`config.mk`:
```
export PLATFORM = sky130hd
export DESIGN_NAME = game_display_sched
export DESIGN_NICKNAME = d
export VERILOG_FILES = /design/src/rtl/game_display_sched.sv
export SDC_FILE = /design/constraint.sdc
export NUM_CORES = 1
export LEC_CHECK = 0
export ABC_AREA = 1
export CAP_MARGIN = 30
export CELL_PAD_IN_SITES_DETAIL_PLACEMENT = 0
export CELL_PAD_IN_SITES_GLOBAL_PLACEMENT = 2
export CORE_ASPECT_RATIO = 0.8
export CORE_UTILIZATION = 30
export CTS_BUF_LIST = sky130_fd_sc_hd__clkbuf_2 sky130_fd_sc_hd__clkbuf_4 sky130_fd_sc_hd__clkbuf_8
export DETAILED_ROUTE_END_ITERATION = 10
export PLACE_DENSITY_LB_ADDON = 0.1
export RECOVER_POWER = 100
export SYNTH_ARGS = -nofsm -noshare
export SYNTH_HDL_FRONTEND = slang
export SYNTH_SLANG_ARGS = --single-unit
```
`constraint.sdc`:
```
create_clock -name clk -period 3.49 [get_ports clk]
set_clock_uncertainty 0.15 [all_clocks]
set_input_delay 0.8725 -clock clk [delete_from_list [all_inputs] [get_ports clk]]
set_output_delay 0.8725 -clock clk [all_outputs]
set_load 0.02 [all_outputs]
```
`src/rtl/game_display_sched.sv`:
```
// Display/LED arbiter between the classic and infinity game engines.
// Locks the grant to one game until it ends, then optionally shows its blinking final score.
module game_display_sched #(
  parameter int unsigned HOLD_CYCLES  = 300_000_000,
  parameter int unsigned BLINK_CYCLES = 50_000_000
) (
  input  logic        clk,
  input  logic        rst_n,
  input  logic [2:0]  mode,
  input  logic        enable_game_classic,
  input  logic        enable_game_infinity,
  input  logic [15:0] seg_classic,
  input  logic [15:0] seg_infinity,
  input  logic [15:0] led_classic,
  input  logic [15:0] led_infinity,
  input  logic [4:0]  score_classic,
  input  logic [4:0]  score_infinity,
  input  logic        ack,
  output logic [15:0] seg_display,
  output logic        seg_blank,
  output logic [15:0] led,
  output logic [1:0]  grant,
  output logic        result_active
);

  localparam int unsigned HW = $clog2(HOLD_CYCLES + 1);
  localparam int unsigned BW = $clog2(BLINK_CYCLES + 1);

  typedef enum logic [1:0] {S_IDLE, S_CLASSIC, S_INFINITY, S_RESULT} state_t;

  state_t      state_q, state_d;
  logic [4:0]  score_q, score_d;
  logic [HW-1:0] hold_q;
  logic [BW-1:0] blink_q;
  logic [15:0] seg_q, led_q;
  logic [1:0]  grant_q;
  logic        blank_q, result_q;
  logic        hold_done, blink_done;
  logic [15:0] bar_c, bar_i;

  // Level n in 1..16 lights the top n LEDs; anything else lights none.
  function automatic logic [15:0] bar(input logic [15:0] n);
    if (n >= 16'd1 && n <= 16'd16) return ~(16'hFFFF >> n);
    return '0;
  endfunction

  assign bar_c      = bar(led_classic);
  assign bar_i      = bar(led_infinity);
  assign hold_done  = (hold_q == HW'(HOLD_CYCLES - 1));
  assign blink_done = (blink_q == BW'(BLINK_CYCLES - 1));

  always_comb begin
    state_d = state_q;
    score_d = score_q;
    unique case (state_q)
      S_IDLE: begin
        if (enable_game_classic)       state_d = S_CLASSIC;
        else if (enable_game_infinity) state_d = S_INFINITY;
      end
      S_CLASSIC: begin
        if (!enable_game_classic) begin
          score_d = score_classic;
          state_d = (mode == 3'd3) ? S_RESULT : S_IDLE;
        end
      end
      S_INFINITY: begin
        if (!enable_game_infinity) begin
          score_d = score_infinity;
          state_d = (mode == 3'd3) ? S_RESULT : S_IDLE;
        end
      end
      S_RESULT: begin
        if (enable_game_classic)       state_d = S_CLASSIC;
        else if (enable_game_infinity) state_d = S_INFINITY;
        else if (ack || hold_done)     state_d = S_IDLE;
      end
      default: state_d = S_IDLE;
    endcase
  end

  // Outputs are decoded from the state being entered so they appear on the same edge as the transition.
  always_ff @(posedge clk or negedge rst_n) begin
    if (!rst_n) begin
      state_q  <= S_IDLE;
      score_q  <= '0;
      hold_q   <= '0;
      blink_q  <= '0;
      seg_q    <= '0;
      led_q    <= '0;
      grant_q  <= '0;
      blank_q  <= 1'b0;
      result_q <= 1'b0;
    end else begin
      state_q  <= state_d;
      score_q  <= score_d;
      hold_q   <= '0;
      blink_q  <= '0;
      seg_q    <= '0;
      led_q    <= '0;
      grant_q  <= '0;
      blank_q  <= 1'b0;
      result_q <= 1'b0;
      unique case (state_d)
        S_CLASSIC: begin
          grant_q <= 2'b01;
          seg_q   <= seg_classic;
          led_q   <= bar_c;
        end
        S_INFINITY: begin
          grant_q <= 2'b10;
          seg_q   <= seg_infinity;
          led_q   <= bar_i;
        end
        S_RESULT: begin
          result_q <= 1'b1;
          seg_q    <= {11'b0, score_d};
          if (state_q == S_RESULT) begin
            hold_q <= hold_q + HW'(1);
            if (blink_done) begin
              blink_q <= '0;
              blank_q <= ~blank_q;
            end else begin
              blink_q <= blink_q + BW'(1);
              blank_q <= blank_q;
            end
          end
        end
        default: ;
      endcase
    end
  end

  assign seg_display   = seg_q;
  assign seg_blank     = blank_q;
  assign led           = led_q;
  assign grant         = grant_q;
  assign result_active = result_q;

endmodule

```
Word-level counts from Yosys, hierarchy flattened:

Cells that the tools add are included.

* input port bits: 82
* output and inout port bits: 36
* flip-flop bits (word level): 98
* logic and storage cells: 64

* bitwise operators: 3
* shift operators: 2
* $add $sub $neg: 2
* reduce and logical (&&, ||, !) cells: 4
* order comparisons: 4
* equality and inequality tests: 10
* multiplexer cells: 30

Operators with widths (count)
* $mux W26: 3
* $mux W16: 4
* $mux W29: 2
* $pmux W16 S3: 1
* $ge A16 B1 Y1 const B: 2
* $le A16 B5 Y1 const B: 2
* $not A16 Y16: 2
* $pmux W16 S2: 1
* $shr A16 B16 Y16 const A: 2
* $add A29 B1 Y29 const B: 1
* $eq A29 B29 Y1 const B: 1
* $add A26 B1 Y26 const B: 1
* $eq A26 B26 Y1 const B: 1
* $mux W2: 8
* $mux W5: 2
* $pmux W5 S2: 1
* $eq A2 B2 Y1 const B: 4
* $pmux W2 S4: 1
* $mux W1: 6
* $eq A2 B1 Y1 const B: 2
* $pmux W2 S2: 1
* $eq A3 B2 Y1 const B: 1
* $ne A3 B3 Y1 const B: 1
* $logic_and A1 B1 Y1: 2
* other kinds (3): 3

Depth between registers and ports, before layout:

* depth after elaboration: 8
* mapped depth: 21
* mapped depth without buffers: 21

Worst setup path after synthesis:

OpenSTA, ideal clock, no wires.

* path kind: input port to flip-flop
* from: input port enable_game_infinity
* to: register led_q[13], in the netlist led[13]
* arrival time: 2.779 ns
* setup slack: 0.481 ns
* setup time: 0.080 ns
* stages: 14
* required time: 3.260 ns
* path buffers: 1
* cell sequence: clkinv_1 > a21oi_1 > inv_1 > nor2_1 > nand2_1 > a21oi_1 > ha_1 > clkbuf_1 > nand2_1 > nor2_4 > nand3_2 > nand2_1 > nor2_1 > a21oi_1

* word-level cells in the longest chain between the ends: 5
* elaborated cells on any way between the ends: 9
* classes of those cells: eq/ne: 2; mux: 7

RTL lines
* from (decl): line 11 `input logic enable_game_infinity,`
* $mux W2, on equally long branches: line 74, 58
* $mux W2, on equally long branches: line 73, 57
* $pmux W2 S4 (*): line 55 `unique case (state_q)`
* named net state_d[1]: line 31 `state_t state_q, state_d;`
* $eq A2 B2 Y1 or $eq A2 B1 Y1 (tied branches): line 103 `unique case (state_d)`
* $pmux W16 S2 (*): line 103
* to (signal assigned): line 107 `led_q <= bar_c;`
* to (signal assigned): line 112 `led_q <= bar_i;`
* to (decl): line 35 `logic [15:0] seg_q, led_q;`

The timed path passes the listed nets; every way through them passes the cells marked *.
A chain may end at the register's enable or synchronous reset.

Worst setup path after layout:

* from: input port enable_game_infinity
* to: register blink_q[11]

* word-level cells in the longest chain between the ends: 5
* elaborated cells on any way between the ends: 8
* classes of those cells: eq/ne: 1; mux: 7

RTL lines
* $mux W2, on equally long branches: line 74, 58
* $mux W2, on equally long branches: line 73, 57
* $pmux W2 S4 (*): line 55
* named net state_d[1]: line 31
* $eq A2 B2 Y1 (*): line 103
* $mux W26 (*): line 103
* to (signal assigned): line 123 `blink_q <= blink_q + BW'(1);`
* to (decl): line 34 `logic [BW-1:0] blink_q;`

Marks and branches as above.

==> results <==
Yosys cell counts (all sizes together):
library cell,number,area share (%)
a21o,1,0.14
a21oi,47,4.3
a221oi,1,0.16
a22o,5,0.80
a22oi,5,0.69
a31oi,6,0.69
buf,4,0.53
clkbuf,8,0.55
clkinv,2,0.14
dfrtp,98,45
ha,12,2.7
inv,93,6.4
nand2,166,12
nand3,52,5.0
nand4,20,2.4
nor2,133,10
nor3,28,3.2
nor3b,3,0.50
o2111ai,1,0.16
o211ai,1,0.14
o21ai,28,2.6
o221a,1,0.21
o22ai,1,0.11
o31ai,1,0.14
or2,1,0.11
xnor2,2,0.32
xor2,8,1.3
layout make-up:
| cell class | instances | share of cell area, % |
|---|---|---|
| Tap cell | 225 | 3.899 |
| Multi-Input combinational cell | 523 | 35.71 |
| Sequential cell | 98 | 33.96 |
| Inverter | 95 | 4.938 |
| Clock inverter | 7 | 1.612 |
| Timing Repair Buffer | 137 | 18.16 |
| Clock buffer | 9 | 1.715 |
worst max-delay path by stage:
stage	startpoint	slack [ps]	endpoint
2_1_floorplan	enable_game_infinity	480	led[13]
3_3_place_gp	enable_game_infinity	-30	led[13]
3_5_place_dp	enable_game_infinity	-70	led[10]
4_1_cts	enable_game_infinity	340	led[10]
5_1_grt	enable_game_infinity	50	blink_q[21]
6_report	enable_game_infinity	260	blink_q[11]
kinds of logic after synthesis:
| logic type | Yosys count | synth area share, % |
|---|---|---|
| AO/OA/AOI/OAI | 98 | 10.16 |
| AND/OR/NAND/NOR | 403 | 33.07 |
| buffers and inverters | 107 | 7.594 |
| XOR/XNOR | 10 | 1.601 |
| flip-flops | 98 | 44.83 |
| adder cells (fa/ha/maj) | 12 | 2.745 |
report_power, final:
| group | switching, µW | internal (µW) |
|---|---|---|
| sequential | 39.0 | 1240 |
| combinational | 858 | 509 |
| clock | 434 | 477 |
| total | 1330 | 2230 |
sequential cells by signal (all words and copies together), names as in the netlist:
name / flops
led: 16
blink_q: 26
result_active: 1
seg_blank: 1
grant: 2
seg_display: 16
hold_q: 29
score_q: 5
state_q: 2
metal layers:
layer  vias up  wire length (µm)  global-route usage (%)
li1       2622                 -                       -
met1      2364              7308                   22.33
met2       125              6675                   26.38
met3        21               989                   5.897
met4         0               261                   5.177
met5         -                 0                       0
metrics by stage:
stage               hold slack [ps]  cell area (µm²)  util (%)
CTS                           307.7             7277     41.36
global route                  357.0             7221     41.04
detailed placement            302.1             7037     40.00
global placement              296.4             7037     40.00
floorplan                     281.2             5470         -
finish                        310.4             7221     41.04
critical path: stages:
cell             delay [ps]
clkdlybuf4s50_1         510
clkinv_1                150
a21oi_1                 220
inv_1                    60
nor2_1                   80
nand2_1                  70
a21oi_1                 290
ha_1                    260
nand2_1                 120
inv_1                   120
o21ai_0                 200
clkbuf_2                220
nor3b_1                 200
placed cells by master, fill, tap and decap left out, types with 5 or more instances in the layout:
master           count
nor2_1             118
inv_1               91
clkbuf_1             6
dfrtp_1             98
ha_1                12
xor2_1               8
nor2_2              11
a31oi_1              6
nand2_1            163
dlygate4sd3_1       36
a21oi_1             47
nand4_1             19
nor3_1              22
nand3_1             52
a22oi_1              5
nor3_2               5
a22o_1               5
clkbuf_8             9
o21ai_0             28
buf_4                9
clkdlybuf4s50_1     80
==> flow_summary_export.csv <==
group,metric,value,unit
run_status,status,"finished, violations left",
run_status,violations,"max-capacitance violations, max-slew violations",
logic_synthesis,syn_area,5470,µm²
sta,rsz0062_at_grt,"false",
critical_path,rr_worst_depth,18,
sta,finalCriticalPeriod,3227,ps
worst_hold_path,hp-class,"reg2reg",
cells_and_area,diodes,0,
floorplan,start_util,31.09,%
clocking,clockBufferDepth,2,
critical_path,r2r_setup_slack,410,ps
sta,maxSlewViolCount,39,
sta,post-route-period-util,92.47,%
placement,pre_cts_ws,-67.38,ps
global_routing,antenna_found_initial,0,
floorplan,rows,43,
sta,tns,0,ps
cells_and_area,area_growth,32.00,%
floorplan,dieHeight,122.8,µm
cells_and_area,nFillCells,1815,
sta,slew_headroom,-45.75,%
floorplan,die_w,153.0,µm
drt,drc,0,
clocking,path_clk_slew,100,ps
floorplan,core,17590,µm²
global_routing,grt_usage,17.01,%
drt,viasPerCell,4.691,
power,leakagePower,0.003204,µW
floorplan,dieArea,18780,µm²
critical_path,startpoint_type,"input port",
logic_synthesis,avgSynthCellArea,7.514,µm²
logic_synthesis,syn_nets,822,
critical_path,crit_required,3630,ps
cells_and_area,drive_gt1_share,6.789,%
cells_and_area,regArea,2452,µm²
cells_and_area,fin_cells,1094,
cells_and_area,nets,958,
critical_path,crit_fanout,7,
worst_hold_path,hold_start,"hold_q[0]",
floorplan,io_pins,118,
critical_path,crit_type,"in2reg",
critical_path,reg2reg_to,"blink_q[3]",
placement,placedCellCount,1078,
drt,ant_nets,0,
logic_synthesis,syn_inst,728,
clocking,cts.sinks,98,
flow_run,maxCapViolCount,1,
logic_synthesis,synth_cell_types,41,
clocking,cts_setup_buffers,0,
drt,wl_per_cell,13.93,µm
sta,setup_violations,0,
placement,hpwlAfterDp,11640,µm
critical_path,cp-end-kind,"flip-flop",
logic_synthesis,yosys_warnings,0,
power,ir_worst_vdd,305.4,µV
clocking,cts_tree,"yes",
power,finalPower,3557,µW
sta,fin_ws,262.9,ps
sta,fmax,309.9,MHz
power,power_density,492.7,nW/µm²
cells_and_area,multi_input_area,2579,µm²
logic_synthesis,ys_ff_latch,98,
clocking,cts_hold_buf,0,
placement,globalplace.congestion,0.8007,
clocking,cts_resized,0,
drt,vias,5132,
global_routing,grt_pass1_vias,5020,
critical_path,critPathArrivalTime,3370,ps
sta,hold_viol_final,0,
worst_hold_path,whs_path_depth,1,
global_routing,overflow,0,
sta,worst_pin_slew,2186,ps
drt,drt_iter0_drc,211,
worst_hold_path,hold_path_end,"hold_q[0]",
logic_synthesis,ys_seq_area_share,44.83,%
drt,drt_wl_total,15230,µm
clocking,cts_buffers,9,
clocking,htree_levels,3,
placement,numPortBuffers,117,
clocking,ctsRootBufferMaster,"clkbuf_8",
clocking,insertion_delay,390,ps
global_routing,grt_first_pass_wirelength,24940,µm
drt,first_pass_iters,4,
critical_path,worstReg2RegStart,"hold_q[0]",
global_routing,grt_max_degree,39,
Note: power is estimated with default switching activity, not from simulation.
